<file path="config.mk">
export PLATFORM = sky130hd
export DESIGN_NAME = memory_arbiter
export DESIGN_NICKNAME = d
export VERILOG_FILES = /design/src/rtl/memory_arbiter_pkg.sv /design/src/rtl/memory_arbiter_arb_priority.sv /design/src/rtl/memory_arbiter.sv
export SDC_FILE = /design/constraint.sdc
export NUM_CORES = 1
export LEC_CHECK = 0
export CORE_UTILIZATION = 45
export DETAILED_ROUTE_END_ITERATION = 8
export HOLD_SLACK_MARGIN = 0.06
export PLACE_DENSITY = 0.92
export SLEW_MARGIN = 20
export SYNTH_ARGS = -nofsm -noshare
export SYNTH_HDL_FRONTEND = slang
export SYNTH_SLANG_ARGS = --single-unit
</file>
<file path="constraint.sdc">
create_clock -name main_clk -period 4.1 [get_ports main_clk]
set_clock_uncertainty 0.2 [all_clocks]
set_input_delay 0.82 -clock main_clk [delete_from_list [all_inputs] [get_ports main_clk]]
set_output_delay 0.82 -clock main_clk [all_outputs]
set_load 0.05 [all_outputs]
</file>
<file path="src/rtl/memory_arbiter_pkg.sv">
// Shared constants and types for the three-requester RAM arbiter.
// Covers the FSM state encoding, the grant_id codes and the 512x8 RAM geometry.
package memory_arbiter_pkg;

  localparam int unsigned RAM_DEPTH  = 512;
  localparam int unsigned RAM_WIDTH  = 8;
  localparam int unsigned ADDR_WIDTH = $clog2(RAM_DEPTH);

  typedef enum logic [1:0] {
    IDLE   = 2'b00,
    ACCESS = 2'b01,
    DONE   = 2'b10,
    ERR    = 2'b11
  } state_t;

  typedef enum logic [1:0] {
    GRANT_NONE = 2'b00,
    GRANT_IF   = 2'b01,
    GRANT_DM   = 2'b10,
    GRANT_LD   = 2'b11
  } grant_t;

  typedef struct packed {
    logic                  rw;
    logic [ADDR_WIDTH-1:0] addr;
    logic [RAM_WIDTH-1:0]  wdata;
  } cmd_t;

endpackage

</file>
<file path="src/rtl/memory_arbiter_arb_priority.sv">
// Fixed-priority requester selection (loader > data > fetch).
// Fetch overtakes data, but never the loader, once it has starved long enough.
module arb_priority
  import memory_arbiter_pkg::*;
(
  input  logic   ld_req,
  input  logic   dm_req,
  input  logic   if_req,
  input  logic   starve_hit,
  output grant_t grant
);

  always_comb begin
    grant = GRANT_NONE;
    if (ld_req) begin
      grant = GRANT_LD;
    end else if (if_req && starve_hit) begin
      grant = GRANT_IF;
    end else if (dm_req) begin
      grant = GRANT_DM;
    end else if (if_req) begin
      grant = GRANT_IF;
    end
  end

endmodule

</file>
<file path="src/rtl/memory_arbiter.sv">
// Arbitrates loader, data-unit and fetch requests onto a single 512x8 RAM port.
// Adds a starvation guard for fetch and a timeout when ram_mfc never arrives.
module memory_arbiter
  import memory_arbiter_pkg::*;
#(
  parameter int unsigned TIMEOUT      = 15,
  parameter int unsigned STARVE_LIMIT = 4
) (
  input  logic                  main_clk,
  input  logic                  reset,
  input  logic                  ld_req,
  input  logic                  dm_req,
  input  logic                  if_req,
  input  logic                  ld_rw,
  input  logic                  dm_rw,
  input  logic [ADDR_WIDTH-1:0] ld_addr,
  input  logic [ADDR_WIDTH-1:0] dm_addr,
  input  logic [ADDR_WIDTH-1:0] if_addr,
  input  logic [RAM_WIDTH-1:0]  ld_wdata,
  input  logic [RAM_WIDTH-1:0]  dm_wdata,
  output logic                  ld_ack,
  output logic                  dm_ack,
  output logic                  if_ack,
  output logic                  err,
  output logic [RAM_WIDTH-1:0]  rdata,
  output logic                  ram_enable,
  output logic                  ram_rw,
  output logic [ADDR_WIDTH-1:0] ram_addr,
  output logic [RAM_WIDTH-1:0]  ram_wdata,
  input  logic [RAM_WIDTH-1:0]  ram_rdata,
  input  logic                  ram_mfc,
  output logic                  busy,
  output logic [1:0]            grant_id
);

  localparam int unsigned TW = (TIMEOUT > 1) ? $clog2(TIMEOUT) : 1;
  localparam int unsigned SW = (STARVE_LIMIT > 0) ? $clog2(STARVE_LIMIT + 1) : 1;
  localparam logic [TW-1:0] TMO_LAST   = TW'(TIMEOUT - 1);
  localparam logic [SW-1:0] STARVE_MAX = SW'(STARVE_LIMIT);

  state_t          state;
  grant_t          grant;
  cmd_t            sel_cmd;
  logic [TW-1:0]   tmo_cnt;
  logic [SW-1:0]   starve_cnt;
  logic            starve_hit;

  assign starve_hit = (starve_cnt == STARVE_MAX);

  arb_priority u_arb_priority (
    .ld_req     (ld_req),
    .dm_req     (dm_req),
    .if_req     (if_req),
    .starve_hit (starve_hit),
    .grant      (grant)
  );

  always_comb begin
    sel_cmd = '{rw: 1'b0, addr: if_addr, wdata: '0};
    case (grant)
      GRANT_LD: sel_cmd = '{rw: ld_rw, addr: ld_addr, wdata: ld_wdata};
      GRANT_DM: sel_cmd = '{rw: dm_rw, addr: dm_addr, wdata: dm_wdata};
      default:  ;
    endcase
  end

  // Acks/err are one-cycle pulses: cleared by default every edge and set only on
  // entry to DONE/ERR, so they are high exactly while the FSM sits in those states.
  always_ff @(posedge main_clk or negedge reset) begin
    if (!reset) begin
      state      <= IDLE;
      tmo_cnt    <= '0;
      starve_cnt <= '0;
      ld_ack     <= 1'b0;
      dm_ack     <= 1'b0;
      if_ack     <= 1'b0;
      err        <= 1'b0;
      rdata      <= '0;
      ram_enable <= 1'b0;
      ram_rw     <= 1'b0;
      ram_addr   <= '0;
      ram_wdata  <= '0;
      busy       <= 1'b0;
      grant_id   <= GRANT_NONE;
    end else begin
      ld_ack <= 1'b0;
      dm_ack <= 1'b0;
      if_ack <= 1'b0;
      err    <= 1'b0;
      case (state)
        IDLE: begin
          rdata <= '0;
          if (grant != GRANT_NONE) begin
            state      <= ACCESS;
            busy       <= 1'b1;
            grant_id   <= grant;
            ram_enable <= 1'b1;
            ram_rw     <= sel_cmd.rw;
            ram_addr   <= sel_cmd.addr;
            ram_wdata  <= sel_cmd.wdata;
            tmo_cnt    <= '0;
            if (grant == GRANT_IF || !if_req) begin
              starve_cnt <= '0;
            end else if (starve_cnt != STARVE_MAX) begin
              starve_cnt <= starve_cnt + SW'(1);
            end
          end else if (!if_req) begin
            starve_cnt <= '0;
          end
        end
        ACCESS: begin
          if (ram_mfc || tmo_cnt == TMO_LAST) begin
            state      <= ram_mfc ? DONE : ERR;
            err        <= !ram_mfc;
            rdata      <= (ram_mfc && !ram_rw) ? ram_rdata : '0;
            ld_ack     <= (grant_id == GRANT_LD);
            dm_ack     <= (grant_id == GRANT_DM);
            if_ack     <= (grant_id == GRANT_IF);
            ram_enable <= 1'b0;
            ram_rw     <= 1'b0;
            ram_addr   <= '0;
            ram_wdata  <= '0;
          end else begin
            tmo_cnt <= tmo_cnt + TW'(1);
          end
        end
        DONE, ERR: begin
          state    <= IDLE;
          busy     <= 1'b0;
          grant_id <= GRANT_NONE;
          rdata    <= '0;
        end
      endcase
    end
  end

endmodule

</file>
==> results of run 1 <==
[layout make-up]
type / instances / area [um2]
Multi-Input combinational cell: 128 / 903.4
Timing Repair Buffer: 94 / 930.9
Tap cell: 52 / 65.06
Sequential cell: 43 / 1076
Fill cell: 337 / 1279
Clock buffer: 8 / 100.1
Inverter: 8 / 30.03
[Yosys cell counts, types with 2 or more instances]
master,n
a211oi_1,2
a22o_1,8
a22oi_1,10
and3_1,3
buf_2,6
buf_4,2
clkbuf_1,3
dfrtp_1,43
ha_1,4
inv_1,8
mux2_2,9
mux2i_1,10
nand2_1,5
nand3_1,22
nand4_1,2
nor2_1,5
nor3_1,3
nor3_2,2
nor3b_1,3
o21ai_0,22
o21ai_1,3
[metal layers]
layer	GRT usage [%]	vias up
li1	-	872
met1	26.88	842
met2	38.94	87
met3	8.576	8
met4	6.444	0
met5	0	-
[registers in the layout, indices dropped and copies added, names as in the netlist, 2 cells and up]
name,flops
ram_addr,9
ram_wdata,8
rdata,8
tmo_cnt,4
starve_cnt,3
grant_id,2
state,2
[worst max-delay path, cell delays in order]
cell	delay, ps
clkdlybuf4s50_1	510
and3_1	250
o21bai_2	620
mux2i_1	300
o21ai_0	100
[power by group through the flow]
stage	clock network, mW	logic (mW)	registers [mW]
floorplan	0	0.236	0.947
global placement	0	0.843	0.636
detailed placement	0	0.862	0.645
CTS	0.300	0.866	0.638
global route	0.317	0.918	0.655
finish	0.293	0.861	0.638
[logic make-up after synthesis]
group,share of synthesized area [%]
buffers and inverters,4.187
adder cells (fa/ha/maj),2.427
AO/OA/AOI/OAI,16.44
flip-flops,52.18
XOR/XNOR,0.8497
multiplexers,9.770
AND/OR/NAND/NOR,14.14
[cells in the final DEF, fill, tap and decap left out, types with 3 or more instances in the layout]
cell	n
nor3_1	3
nor2_1	5
inv_1	8
mux2i_1	10
nand3_1	22
o21ai_0	22
mux2_2	9
clkdlybuf4s50_1	91
nand2_1	5
nor3b_1	3
a22oi_1	10
clkbuf_8	7
a22o_1	8
o21ai_1	3
and3_1	3
ha_1	4
dfrtp_1	43
[through the flow]
step                power (mW)  area (um2)  util (%)  cells
global route             1.890        3105     70.83    333
global placement         1.478        3005     68.55    325
floorplan                1.183        2062         -    190
detailed placement       1.507        3005     68.55    325
finish                   1.792        3105     70.83    333
CTS                      1.805        3105     70.83    333
[worst paths after layout]
path                               end  cells past startpoint        start
hold reg to reg            ram_addr[2]                      2  ram_addr[2]
min in group asynchronous   tmo_cnt[3]                      1        reset
hold / removal             ram_addr[2]                      2  ram_addr[2]
max in group asynchronous       if_ack                      1        reset
setup / recovery           ram_addr[8]                      5       if_req
setup reg to reg                ld_ack                      6   tmo_cnt[0]
==> summary.md, run 1 <==
| Metric | Value |
|---|---|
| Outcome | `completed` |
| CP Launch Type | `input pin` |
| Area Growth Syn to Fin | `50.61%` |
| RSZ-0062 raised after global routing | `no` |
| Clk_lat worst skew | `300 ps` |
| IO buf count | `92` |
| Synth Area per Inst | `10.85 um2` |
| Vias in the first global route | `1863` |
| FF+latch count, synth | `43` |
| Pwr dens | `577.1 mW/mm2` |
| Cell variety after synth | `36` |
| Top sig layer | `met4` |
| DRC | `0` |
| Detailed router's first-iteration violation count | `44` |
| DRT Pass-1 Iters | `4` |
| Syn nets | `253` |
| Yosys top cell area share | `52.18%` |
| Met3 WL post-DR | `465 um` |
| Root Driver | `clkbuf_8` |
| Slew @ Worst Pin | `938.8 ps` |
| Crit path kind | `input pin to flip-flop` |
| Site Rows | `24` |
| Maxcap violations | `0` |
| Psw | `0.7820 mW` |
| Fmax | `379.6 MHz` |
| Max H-tree Level | `2` |
| Synth Cell Area | `0.002062 mm2` |
| Setup TNS | `0 ps` |
| Worst setup EP type | `flip-flop` |
| Avg WL per Cell | `15.29 um` |
| Seq/Total Area, Yosys | `52.18%` |
| Area leader, netlist | `dfrtp_1` |
| First-pass GRT wire length | `8638 um` |
| ANT cells | `0` |
| CTS Hold Bufs | `0` |
| P_leak | `1.348 nW` |
| Final GP Congestion | `0.7472` |
| Setup bufs post-CTS | `0` |
| Int Power | `1.010 mW` |
| Final Hold Vio Count | `0` |
| Core Area | `0.004384 mm2` |
| Clock sinks | `43` |
| M1 WL | `2049 um` |
| Final Cycle Share | `64.25%` |
| Clock-pin slew on the worst setup and hold paths | `80 ps` |
| Synth warn | `0` |
| Die ar. | `0.004857 mm2` |
| Via count | `1809` |
| Post-synth EDFFs | `0` |
| Critical path data arrival time | `2600 ps` |
| ANT nets after route | `0` |
| Fraction of registers with async set/reset | `100.0%` |
| Post-Synthesis Cells | `190` |
| CP Max Fanout | `13` |
| Post-DP HPWL | `3741 um` |
| Met2 WL post-DR | `2518 um` |
| Setup WS pre-CTS | `1150 ps` |
| Largest net degree at the start of global routing | `44` |
| Peak VDD IR | `0.0002852 V` |
| Endpoints failing setup | `0` |
| Worst R2R Setup Slack | `1740 ps` |
| Most used DFF post-synth | `dfrtp_1` |
| PostCTS Resize Cnt | `0` |
| Die width | `69.69 um` |
| Clk pwr share | `16.4%` |
| Final worst setup slack | `1466 ps` |
| CTS buffer count | `5` |
| Seq pwr share | `35.6%` |
| Initial antenna violation count | `0` |
| Slew HR | `37.37%` |
| Comb pwr share | `48.0%` |
| Die Ht | `69.69 um` |
| Initial Utilization | `47.03%` |
| Tmin final | `2634 ps` |
| Hold crit path type | `flip-flop to flip-flop` |
| Critical Path RT | `4070 ps` |
| CTS tree | `built` |
| Routed wire length | `5093 um` |
| Switching Share | `43.63%` |
| Vias per Instance | `5.432` |
| Layout cells sized above 1 | `9.253%` |
| Max clock buf depth | `2` |
| I/O pin cnt | `93` |
| Ranking of synthesized cells by area | `dfrtp_1, nand3_1, o21ai_0` |
| Aggregate global routing overflow | `0` |
| GRT Util Overall | `22.82%` |
| Hold Worst Slack | `300.0 ps` |
| Final net count | `343` |
| Slew Viols, Final | `0` |
Power figures use the tool's default switching activity.
==> run 2, diff against run 1 <==
--- a/config.mk
+++ b/config.mk
@@ -5,10 +5,10 @@
 export SDC_FILE = /design/constraint.sdc
 export NUM_CORES = 1
 export LEC_CHECK = 0
-export CORE_UTILIZATION = 45
+export CORE_UTILIZATION = 37
 export DETAILED_ROUTE_END_ITERATION = 8
 export HOLD_SLACK_MARGIN = 0.06
-export PLACE_DENSITY = 0.92
+export PLACE_DENSITY = 0.81
 export SLEW_MARGIN = 20
 export SYNTH_ARGS = -nofsm -noshare
 export SYNTH_HDL_FRONTEND = slang
==> constraint.sdc (replaced) <==
create_clock -name main_clk -period 2.2 [get_ports main_clk]
set_clock_uncertainty 0.2 [all_clocks]
set_input_delay 0.44 -clock main_clk [delete_from_list [all_inputs] [get_ports main_clk]]
set_output_delay 0.44 -clock main_clk [all_outputs]
set_load 0.05 [all_outputs]
==> summary.md, run 2 (synthesis gave the netlist of run 1 again) <==
| Metric | Value |
|---|---|
| Layout cells sized above 1 | `14.29% (was 9.253%)` |
| Die Ht | `76.65 um (was 69.69 um)` |
| Setup WS pre-CTS | `-53.78 ps (was 1150 ps)` |
| Clock sinks | `43 (unchanged)` |
| Area Growth Syn to Fin | `58.86% (was 50.61%)` |
| Largest reg by FF count | `ram_addr (unchanged)` |
| I/O pin cnt | `93 (unchanged)` |
| Final worst setup slack | `66.70 ps (was 1466 ps)` |
| Clk_lat worst skew | `300 ps (about the same)` |
| CP Max Fanout | `2 (was 13)` |
| Final Hold Vio Count | `0 (unchanged)` |
| Largest net degree at the start of global routing | `28 (was 44)` |
| Launching point of the worst reg2reg path | `starve_cnt[0] (was tmo_cnt[0])` |
| CP Cell Sequence | `clkdlybuf4s50_1 (was clkdlybuf4s50_1 -> and3_1 -> o21bai_2 -> mux2i_1 -> o21ai_0)` |
| ANT nets after route | `0 (unchanged)` |
| Vias in the first global route | `1818 (was 1863)` |
| Vias per Instance | `5.016 (was 5.432)` |
| Reg2reg end | `ram_wdata[7] (was ld_ack)` |
| Worst path bufs/invs | `1 (unchanged)` |
| Critical path data arrival time | `1490 ps (was 2600 ps)` |
| Clock-pin slew on the worst setup and hold paths | `90 ps (was 80 ps)` |
| CP max stage delay | `820 ps (was 620 ps)` |
| Crit path max-delay cell type | `clkdlybuf4s50_1 (was o21bai_2)` |
| Initial antenna violation count | `0 (unchanged)` |
| Aggregate global routing overflow | `0 (unchanged)` |
| Outcome | `completed (unchanged)` |
| Via count | `1826 (was 1809)` |
| DRC | `0 (unchanged)` |
| Path depth of the worst reg2reg path | `6 (unchanged)` |
| Crit path kind | `flip-flop to primary output (was input pin to flip-flop)` |
| Hold EP | `ram_enable (was ram_addr[2])` |
| Commonest non-fill, non-tap cell in the layout | `clkdlybuf4s50_1 (unchanged)` |
| Max clock buf depth | `2 (unchanged)` |
| Max FFs per register | `9 (unchanged)` |
| First-pass GRT wire length | `8687 um (was 8638 um)` |
| Slew HR | `58.86% (was 37.37%)` |
| Final net count | `356 (was 343)` |
| Worst R2R Setup Slack | `230 ps (was 1740 ps)` |
| CP Launch Type | `flip-flop (was input pin)` |
| Min-delay src | `ram_enable (was ram_addr[2])` |
| Die ar. | `0.005875 mm2 (was 0.004857 mm2)` |
| Most frequent cells in the layout | `clkdlybuf4s50_1, dfrtp_1, nand3_1, o21ai_0, buf_4 (was clkdlybuf4s50_1, dfrtp_1, nand3_1, o21ai_0)` |
| Cell count along the critical path | `1 (was 5)` |
| Detailed router's first-iteration violation count | `96 (was 44)` |
| Avg WL per Cell | `14.02 um (was 15.29 um)` |
| Initial Utilization | `39.37% (was 47.03%)` |
| Peak VDD IR | `0.0005192 V (was 0.0002852 V)` |
| RSZ-0062 raised after global routing | `no (unchanged)` |
| Slew Viols, Final | `0 (unchanged)` |
| Slew @ Worst Pin | `613.7 ps (was 938.8 ps)` |
| P_leak | `1.437 nW (was 1.348 nW)` |
| GRT Util Overall | `18.65% (was 22.82%)` |
| ANT cells | `0 (unchanged)` |
| IO buf count | `92 (unchanged)` |
| Maxcap violations | `0 (unchanged)` |
| CTS buffer count | `5 (unchanged)` |
| Worst setup EP type | `primary output (was flip-flop)` |
| Final GP Congestion | `0.8192 (was 0.7472)` |
| PostCTS Resize Cnt | `0 (unchanged)` |
| Root Driver | `clkbuf_8 (unchanged)` |
| Hold crit path type | `flip-flop to flip-flop (unchanged)` |
| Worst hold path depth | `2 (unchanged)` |
| Top Registers | `ram_addr x9, ram_wdata x8, rdata x8 (unchanged)` |
| Post-DP HPWL | `3858 um (was 3741 um)` |
| Routed wire length | `5102 um (was 5093 um)` |
| Setup TNS | `0 ps (unchanged)` |
| Fmax | `468.8 MHz` |
| Tmin final | `2133 ps` |
| Core Area | `0.005238 mm2 (was 0.004384 mm2)` |
| Max H-tree Level | `2 (unchanged)` |
| Final Cycle Share | `96.97%` |
| CTS tree | `built (unchanged)` |
| Site Rows | `26 (was 24)` |
| Die width | `76.65 um (was 69.69 um)` |
| Endpoints failing setup | `0 (unchanged)` |
| Critical Path RT | `1560 ps (was 4070 ps)` |
| Pwr dens | `1061 mW/mm2 (was 577.1 mW/mm2)` |
| DRT Pass-1 Iters | `4 (unchanged)` |
| Critical path's top delay family | `buffers and inverters (was compound AO/OA/AOI/OAI gates)` |
==> run 2: layout make-up <==
cell class / count / area (um2)
inverters: 8 / 30.03
flip-flops and latches: 43 / 1076
repair buffers: 107 / 1061
multi-input cells: 128 / 903.4
well taps: 70 / 87.58
fillers: 438 / 1962
clock buffers: 6 / 82.58
clock inverters: 2 / 35.03
==> run 2: timing repair <==
action | 4_1_cts | 5_1_grt
endpoints found under the setup margin | 0 | 0
hold endpoints to repair | 20 | 0
hold buffers | 1 | 0
buffers inserted | 0 | 0
==> run 2: how the worst max path moves through the flow <==
stage                 from           end  slack (ps)
6_report       ram_addr[8]   ram_addr[8]          70
5_1_grt        ram_addr[8]   ram_addr[8]           8
4_1_cts        ram_addr[8]   ram_addr[8]          60
3_5_place_dp        dm_req  ram_wdata[0]         -50
3_3_place_gp        dm_req  ram_wdata[2]          40
2_1_floorplan   tmo_cnt[0]  ram_wdata[7]         390
==> run 2: routing by layer <==
metal / track usage [%] / vias to the layer above / wire length [um]
met2: 31.80 / 71 / 2507
met3: 7.500 / 4 / 444
met1: 22.50 / 852 / 2125
met4: 2.885 / 0 / 24
li1: - / 899 / -
met5: 0 / - / 0
==> run 2: metrics by stage <==
step	total power [mW]	cells	instance area, um2	hold WS [ps]	util [%]
6_report	3.475	364	3276	300.5	62.54
4_1_cts	3.504	364	3276	297.0	62.54
2_1_floorplan	2.204	190	2062	-55.59	-
3_3_place_gp	2.825	355	3148	230.3	60.11
3_5_place_dp	2.857	355	3148	229.3	60.11
5_1_grt	3.665	364	3276	332.3	62.54
==> run 2: report_power, final <==
part / switching (mW) / internal (mW) / total, mW
registers: 0.171 / 1.01 / 1.18
logic: 1.02 / 0.631 / 1.66
clock network: 0.270 / 0.367 / 0.638
total: 1.47 / 2.01 / 3.48
==> run 3, diff against run 2 <==
--- a/config.mk
+++ b/config.mk
@@ -5,6 +5,7 @@
 export SDC_FILE = /design/constraint.sdc
 export NUM_CORES = 1
 export LEC_CHECK = 0
+export CORE_MARGIN = 4
 export CORE_UTILIZATION = 37
 export DETAILED_ROUTE_END_ITERATION = 8
 export HOLD_SLACK_MARGIN = 0.06
==> summary.md, run 3 (synthesis gave the netlist of run 1 again) <==
| Metric | Value |
|---|---|
| Vias in the first global route | `1883 (was 1818)` |
| Maxcap violations | `0 (unchanged)` |
| Initial Utilization | `39.37% (unchanged)` |
| Tmin final | `2140 ps (was 2133 ps)` |
| Cell count along the critical path | `1 (unchanged)` |
| Setup TNS | `0 ps (unchanged)` |
| Core Area | `0.005238 mm2 (unchanged)` |
| Critical Path RT | `1560 ps (about the same)` |
| I/O pin cnt | `93 (unchanged)` |
| Post-layout util | `61.25% (was 62.54%)` |
| Post-DP HPWL | `4098 um (was 3858 um)` |
| Crit path max-delay cell type | `clkdlybuf4s50_1 (unchanged)` |
| Top Registers | `ram_addr x9, ram_wdata x8, rdata x8 (unchanged)` |
| Outcome | `completed (unchanged)` |
| Int Power | `1.840 mW (was 2.009 mW)` |
| Detailed router's first-iteration violation count | `60 (was 96)` |
| Max H-tree Level | `2 (unchanged)` |
| Final net count | `354 (was 356)` |
| Endpoints failing setup | `0 (unchanged)` |
| Final instance area | `0.003208 mm2 (was 0.003276 mm2)` |
| GRT Util Overall | `16.74% (was 18.65%)` |
| Final Hold Vio Count | `0 (unchanged)` |
| Die ar. | `0.006831 mm2 (was 0.005875 mm2)` |
| Clock-pin slew on the worst setup and hold paths | `80 ps (was 90 ps)` |
| Fmax | `467.2 MHz (was 468.8 MHz)` |
| Die Ht | `82.65 um (was 76.65 um)` |
| CP max stage delay | `830 ps (was 820 ps)` |
| Final GP Congestion | `0.7914 (was 0.8192)` |
| Fill cell count | `437 (was 438)` |
| Largest reg by FF count | `ram_addr (unchanged)` |
| Clk pwr share | `14.8% (was 18.4%)` |
| Critical path's top delay family | `buffers and inverters (unchanged)` |
| Site Rows | `26 (unchanged)` |
| CTS buffer count | `5 (unchanged)` |
| Worst setup startpoint | `ram_enable (was ram_addr[8])` |
| Commonest non-fill, non-tap cell in the layout | `clkdlybuf4s50_1 (unchanged)` |
| Comb pwr share | `49.4% (was 47.6%)` |
| Max FFs per register | `9 (unchanged)` |
| Slew @ Worst Pin | `677.0 ps (was 613.7 ps)` |
| Switching Share | `44.24% (was 42.18%)` |
| Clock sinks | `43 (unchanged)` |
| ANT nets after route | `0 (unchanged)` |
| Clk_lat worst skew | `300 ps (about the same)` |
| Most frequent cells in the layout | `clkdlybuf4s50_1, dfrtp_1, nand3_1, o21ai_0, buf_4 (unchanged)` |
| CP Max Fanout | `2 (unchanged)` |
| Seq pwr share | `35.8% (was 34.0%)` |
| DRC | `0 (unchanged)` |
| Aggregate global routing overflow | `0 (unchanged)` |
| Peak VDD IR | `0.0006431 V (was 0.0005192 V)` |
| Max clock buf depth | `2 (unchanged)` |
| Pwr dens | `1029 mW/mm2 (was 1061 mW/mm2)` |
| First-pass GRT wire length | `8535 um (was 8687 um)` |
| Slew HR | `54.62% (was 58.86%)` |
| Launching point of the worst reg2reg path | `starve_cnt[0] (unchanged)` |
| CP Cell Sequence | `clkdlybuf4s50_1 (unchanged)` |
| ANT cells | `0 (unchanged)` |
| P_leak | `1.424 nW (was 1.437 nW)` |
| Slew Viols, Final | `0 (unchanged)` |
| Worst path bufs/invs | `1 (unchanged)` |
| Avg WL per Cell | `14.83 um (was 14.02 um)` |
| CTS tree | `built (unchanged)` |
| DRT Pass-1 Iters | `4 (unchanged)` |
| Worst R2R Setup Slack | `210 ps (was 230 ps)` |
| Reg2reg end | `ram_wdata[2] (was ram_wdata[7])` |
| Largest net degree at the start of global routing | `44 (was 28)` |
| Hold crit path type | `flip-flop to flip-flop (unchanged)` |
| Post-DP Area | `0.003110 mm2 (was 0.003148 mm2)` |
| Critical path data arrival time | `1500 ps (was 1490 ps)` |
| Die width | `82.65 um (was 76.65 um)` |
| Path depth of the worst reg2reg path | `6 (unchanged)` |
| Initial antenna violation count | `0 (unchanged)` |
| Final Cycle Share | `97.29% (was 96.97%)` |
| Area Growth Syn to Fin | `55.58% (was 58.86%)` |
| RSZ-0062 raised after global routing | `no (unchanged)` |
| Via count | `1840 (was 1826)` |
| Root Driver | `clkbuf_8 (unchanged)` |
| CP Launch Type | `flip-flop (unchanged)` |
| Layout cells sized above 1 | `14.73% (was 14.29%)` |
| Vias per Instance | `5.083 (was 5.016)` |
| IO buf count | `92 (unchanged)` |
| Worst setup EP type | `primary output (unchanged)` |
| Critical path endpoint | `ram_enable (was ram_addr[8])` |
| Routed wire length | `5369 um (was 5102 um)` |
| Psw | `1.460 mW (was 1.466 mW)` |
| Crit path kind | `flip-flop to primary output (unchanged)` |
| Hold Worst Slack | `296.5 ps (was 300.5 ps)` |
==> run 3: cell count changes in the layout (fill, tap and decap cells not counted) <==
| cell | before | now |
|---|---|---|
| clkinvlp_4 | 0 | 1 |
| buf_4 | 14 | 17 |
| bufinv_16 | 1 | 0 |
| clkdlybuf4s50_1 | 88 | 83 |
| clkbuf_1 | 0 | 1 |
| buf_12 | 3 | 2 |
| clkbuf_8 | 6 | 5 |
| dlymetal6s2s_1 | 0 | 1 |
==> run 3: per-stage QoR <==
step	worst slack, ps	instances	total power, mW
final	59.64	362	3.300
after detailed placement	-100.3	353	2.837
after CTS	47.54	362	3.338
after global placement	-46.43	353	2.806
after global routing	16.25	362	3.519
after floorplan	386.8	190	2.204
==> run 3: worst min-delay path by stage <==
stage	startpoint	end	slack [ps]	cells past startpoint
final	ram_addr[8]	ram_addr[8]	300	2
after global routing	rdata[1]	rdata[1]	310	1
after global placement	ram_enable	ram_enable	280	2
after detailed placement	rdata[4]	rdata[4]	280	1
after CTS	rdata[4]	rdata[4]	310	1
after floorplan	reset	busy	-60	0
==> run 3: area by class of cell <==
class                           count  area [um2]  area share, %
Sequential cell                    43        1076          33.54
Timing Repair Buffer              105        1026          31.98
Multi-Input combinational cell    128       903.4          28.16
Tap cell                           70       87.58          2.730
Clock buffer                        6       72.57          2.262
Inverter                            8       30.03         0.9360
Clock inverter                      2       12.51         0.3900
==> run 3: routing by layer <==
layer  wire, um  GRT usage, %
met1       2088         18.73
met2       2581         27.64
met3        628         8.785
met4         71         5.065
met5          0             0
==> run 3: power by group through the flow <==
stage	Sequential (mW)	Clock [mW]	Combinational, mW
finish	1.18	0.489	1.63
global route	1.22	0.555	1.74
CTS	1.18	0.507	1.65
detailed placement	1.20	0	1.64
global placement	1.18	0	1.62
floorplan	1.76	0	0.440
==> run 3: what timing repair did <==
action                     CTS  global route
hold endpoints to repair    43             0
hold buffers                 1             0
setup endpoints to repair    0             1
gates resized for setup      0             1
buffers inserted             0             0
